`src/rtl/div_8x4_seq.sv`:
```
// div_8x4_seq: sequential restoring divider, DW-bit dividend / VW-bit divisor.
// Produces one quotient bit per clock, MSB first, behind a start/ready/done
// handshake. A zero divisor short-circuits to DONE with an all-ones quotient.
module div_8x4_seq #(
   parameter int unsigned DW = 8,
   parameter int unsigned VW = 4
) (
   input  logic          clk,
   input  logic          rst,
   input  logic          start,
   input  logic [DW-1:0] dividend,
   input  logic [VW-1:0] divisor,
   output logic          ready,
   output logic          busy,
   output logic          done,
   output logic [DW-1:0] quotient,
   output logic [VW-1:0] remainder,
   output logic          div_by_zero
);

   localparam int unsigned CW = $clog2(DW);

   typedef enum logic [1:0] {
      S_IDLE = 2'd0,
      S_CALC = 2'd1,
      S_DONE = 2'd2
   } state_t;

   state_t        state_q;

   // Datapath registers
   logic [DW-1:0] d_q;      // dividend shift register, MSB consumed first
   logic [VW-1:0] v_q;      // latched divisor
   logic [VW-1:0] r_q;      // partial remainder
   logic [DW-1:0] qs_q;     // quotient bits being assembled
   logic [CW-1:0] cnt_q;    // steps remaining after the current one

   // Registered outputs
   logic          ready_q;
   logic          busy_q;
   logic          done_q;
   logic [DW-1:0] quot_q;
   logic [VW-1:0] rem_q;
   logic          dbz_q;

   // Next-step values produced by the trial subtraction
   logic [VW:0]   trial_d;
   logic          ge_d;
   logic [VW-1:0] diff_d;
   logic [VW-1:0] r_d;
   logic [DW-1:0] qs_d;

   // One restoring step: shift in the next dividend bit and try to subtract V.
   // The remainder is kept VW bits wide: it never exceeds V-1 after a step, so
   // the top bit of the (VW+1)-bit partial remainder is always zero; the trial
   // value still carries the extra bit for the unsigned compare, and the
   // VW-bit difference is exact whenever the compare succeeds.
   always_comb begin
      trial_d = {r_q, d_q[DW-1]};
      ge_d    = (trial_d >= {1'b0, v_q});
      diff_d  = trial_d[VW-1:0] - v_q;
      r_d     = ge_d ? diff_d : trial_d[VW-1:0];
      qs_d    = {qs_q[DW-2:0], ge_d};
   end

   // Control FSM together with datapath and registered handshake/result outputs.
   always_ff @(posedge clk) begin
      if (rst) begin
         state_q <= S_IDLE;
         d_q     <= '0;
         v_q     <= '0;
         r_q     <= '0;
         qs_q    <= '0;
         cnt_q   <= '0;
         ready_q <= 1'b1;
         busy_q  <= 1'b0;
         done_q  <= 1'b0;
         quot_q  <= '0;
         rem_q   <= '0;
         dbz_q   <= 1'b0;
      end else begin
         case (state_q)
            S_IDLE: begin
               if (start) begin
                  d_q     <= dividend;
                  v_q     <= divisor;
                  r_q     <= '0;
                  qs_q    <= '0;
                  cnt_q   <= CW'(DW - 1);
                  ready_q <= 1'b0;
                  if (divisor != '0) begin
                     state_q <= S_CALC;
                     busy_q  <= 1'b1;
                  end else begin
                     state_q <= S_DONE;
                     done_q  <= 1'b1;
                     quot_q  <= '1;
                     rem_q   <= '0;
                     dbz_q   <= 1'b1;
                  end
               end
            end

            S_CALC: begin
               r_q  <= r_d;
               qs_q <= qs_d;
               d_q  <= {d_q[DW-2:0], 1'b0};
               if (cnt_q == '0) begin
                  quot_q  <= qs_d;
                  rem_q   <= r_d;
                  dbz_q   <= 1'b0;
                  state_q <= S_DONE;
                  busy_q  <= 1'b0;
                  done_q  <= 1'b1;
               end else begin
                  cnt_q <= cnt_q - CW'(1);
               end
            end

            S_DONE: begin
               state_q <= S_IDLE;
               done_q  <= 1'b0;
               ready_q <= 1'b1;
            end

            default: begin
               state_q <= S_IDLE;
               ready_q <= 1'b1;
               busy_q  <= 1'b0;
               done_q  <= 1'b0;
            end
         endcase
      end
   end

   assign ready       = ready_q;
   assign busy        = busy_q;
   assign done        = done_q;
   assign quotient    = quot_q;
   assign remainder   = rem_q;
   assign div_by_zero = dbz_q;

endmodule
```
`config.mk`:
```
export PLATFORM = sky130hd
export DESIGN_NAME = div_8x4_seq
export DESIGN_NICKNAME = d
export VERILOG_FILES = /design/src/rtl/div_8x4_seq.sv
export SDC_FILE = /design/constraint.sdc
export NUM_CORES = 1
export LEC_CHECK = 0
export CAP_MARGIN = 20
export CORE_UTILIZATION = 53
export CTS_CLUSTER_DIAMETER = 30
export DETAILED_ROUTE_END_ITERATION = 10
export PLACE_DENSITY = 0.81
export SYNTH_ARGS = -nofsm -noshare
export SYNTH_HDL_FRONTEND = slang
export SYNTH_SLANG_ARGS = --single-unit
```
`constraint.sdc`:
```
create_clock -name clk -period 2.1 [get_ports clk]
set_input_delay 0.21 -clock clk [delete_from_list [all_inputs] [get_ports clk]]
set_output_delay 0.21 -clock clk [all_outputs]
set_load 0.02 [all_outputs]
```
==> flow_summary.toml <==
[status]
status = "completed"

[final_layout]
syn_to_final_growth_pct = 23.1
drive_gt1_share_pct = 12.2
fin_nets = 283
antenna_cells = 0
final_util_pct = 70.4
fill_cells = 286

[worst_setup_path]
required_ns = 2.31
startpoint_type = "flip-flop"
cp-endpoint = "r_q[1]"
r2r_cells = 7
critPathMaxFanout = 5
r2r-end = "r_q[1]"
cp-startpoint = "d_q[7]"
endpoint_kind = "flip-flop"
critPathKind = "reg -> reg"
cp.arrival_ns = 2.17
r2r-start = "d_q[7]"
rrSetupSlack_ns = 0.14

[global_route]
track_usage_pct = 22.9
grt_overflow_total = 0
grt_pass1_vias = 1579
antenna_found_initial = 0
grt_max_degree = 21
grt_first_pass_wirelength_um = 7120

[timing]
slew_headroom_pct = 66.1
setup_ws_ns = 0.138
period_needed_ns = 1.96
grt_setup_unrepaired = "no"
finalHoldViolCount = 0
min_period_over_period_pct = 93.4
tns_ns = 0
finalClockSkew_ns = 0.00850
fmax_mhz = 510
slew_violations = 0
setup_viol = 0
holdWs_ns = 0.461
worst_pin_slew_ns = 0.507

[yosys]
netlist_top_cells_count = "dfxtp_1 (44), nor2_1 (39), nand2_1 (32)"
async_flop_share_pct = 0
ys_seq_elements = 44
syn_area_um2 = 1970
synthCells = 229
synth-seq-area-share_pct = 44.8
yosysMostFrequentCell = "dfxtp_1"
synth_flop_cell = "dfxtp_1"
synth_edf_count = 0
syn-num-nets = 251
ys_types = 38
synthTopCellsByArea = "dfxtp_1 (45%), nor2_1 (7.4%), nand2_1 (6.1%), a21oi_1 (3.8%), ha_1 (3.8%)"
avgSynthCellArea_um2 = 8.59
yosysTopAreaCellShare_pct = 44.8
synth.largest_area_cell = "dfxtp_1"
yosys_warnings = 0

[clock_network]
cts.reportedPaths.clkPinSlew_ns = 0.08
clk_latency_ns = 0.30
ctsResizeCount = 0
cts_buffers = 5
post-cts-setup-buffers = 0
cts.path.max_buffers = 2
clkSinkCount = 44
root_buffer = "clkbuf_8"
h-tree-depth = 2
ctsHoldBuffers = 0
cts_tree = "built"

[die]
rows = 21
die_height_um = 62.9
ios = 31
die-area_um2 = 3960
initial_utilization_pct = 57.2
die_w_um = 62.9
fp.coreArea_um2 = 3440

[place]
dp_hpwl_um = 2840
pre_cts_ws_ns = 0.102
port_buffers = 30
place.gp.congestion = 0.869

[job]
drv_cap = 0

[power]
clkPwrFrac_pct = 26.2
combPwrFrac_pct = 27.6
pwr_density_cell_nw_per_um2 = 863
seqPwrFrac_pct = 46.2
finalPower_mw = 2.09
ir_drop_uv = 658
p_sw_share_pct = 31.6
p_int_mw = 1.43
p_sw_mw = 0.660
p_leak_nw = 0.908

[route]
viasPerCell = 5.40
vias = 1664
ant_nets = 0
drt_wl_total_um = 4060
wl_per_cell_um = 13.2
drt_iter0_markers = 66
dr.pass1.iters = 4
drc = 0

[worst_hold_path]
hold_depth = 2
hp-class = "reg -> reg"
[sequential cells by signal (all words and copies together) (netlist names)]
name / cells
cnt_q: 3
ready: 1
done: 1
r_q: 4
div_by_zero: 1
d_q: 8
v_q: 4
state_q: 2
qs_q: 7
quotient: 8
busy: 1
remainder: 4
[cell families after synthesis]
family          Yosys count  share of synthesized area, %
fa+ha+maj                 7                          4.83
flops                    44                          44.8
xor+xnor                  2                         0.890
compound gates           46                          18.1
simple gates            107                          26.3
buf+inv                  23                          5.15
[critical path: stages (launching register included)]
cell	delay, ns
dfxtp_1	0.36
inv_1	0.05
ha_1	0.33
nand2b_4	0.16
a2111oi_4	0.40
or2_4	0.23
a31oi_1	0.12
a211oi_1	0.23
[cell type report]
| type | instances | area, um2 | share of cell area, % |
|---|---|---|---|
| well taps | 46 | 57.6 | 2.38 |
| clock buffers | 6 | 82.6 | 3.41 |
| inverters | 8 | 30.0 | 1.24 |
| flip-flops and latches | 44 | 881 | 36.4 |
| multi-input cells | 162 | 986 | 40.7 |
| clock inverters | 2 | 10.0 | 0.413 |
| repair buffers | 40 | 375 | 15.5 |
[per-layer routing]
metal  vias up  part of all wire, %  track usage, %
met3         8                  4.5            5.47
met4         0                  2.1            9.88
met1       757                   47            29.1
met5         -                    0               0
li1        856                    -               -
met2        43                   46            36.6
[power groups by stage]
stage,Sequential (mW),Combinational [mW],Clock (mW)
floorplan,1.01,0.374,0
global placement,0.983,0.562,0
detailed placement,0.985,0.573,0
CTS,0.966,0.581,0.558
global route,0.978,0.637,0.590
finish,0.966,0.576,0.548
[worst min path at each step]
| stage | to | from | slack [ns] |
|---|---|---|---|
| CTS | v_q[2] | v_q[2] | 0.46 |
| global placement | v_q[3] | v_q[3] | 0.45 |
| detailed placement | v_q[2] | v_q[2] | 0.45 |
| global route | d_q[0] | dividend[0] | 0.48 |
| floorplan | v_q[2] | divisor[2] | 0.35 |
| finish | v_q[2] | v_q[2] | 0.46 |
[layout by cell type (no fill, tap or decap), drive strengths merged]
master / instances
a22o: 1
nand3: 7
a211oi: 11
nor2: 39
nand2b: 6
buf: 10
nand2: 32
nand3b: 1
a221oi: 1
o21bai: 1
o32ai: 1
a311oi: 8
o21ai: 2
nor4: 4
clkbuf: 6
nor3: 9
fa: 1
inv: 8
a22oi: 1
a2111oi: 1
dfxtp: 44
nor2b: 3
clkdlybuf4s50: 30
nand4: 1
ha: 6
a21oi: 15
clkinv: 2
xor2: 2
or2: 3
a31oi: 4
and2b: 2
[per-stage QoR]
| step | instance area (um2) | cells |
|---|---|---|
| global route | 2420 | 308 |
| detailed placement | 2330 | 300 |
| finish | 2420 | 308 |
| floorplan | 1970 | 229 |
| CTS | 2420 | 308 |
| global placement | 2330 | 300 |
No activity file was read; power rests on OpenSTA's default activity.
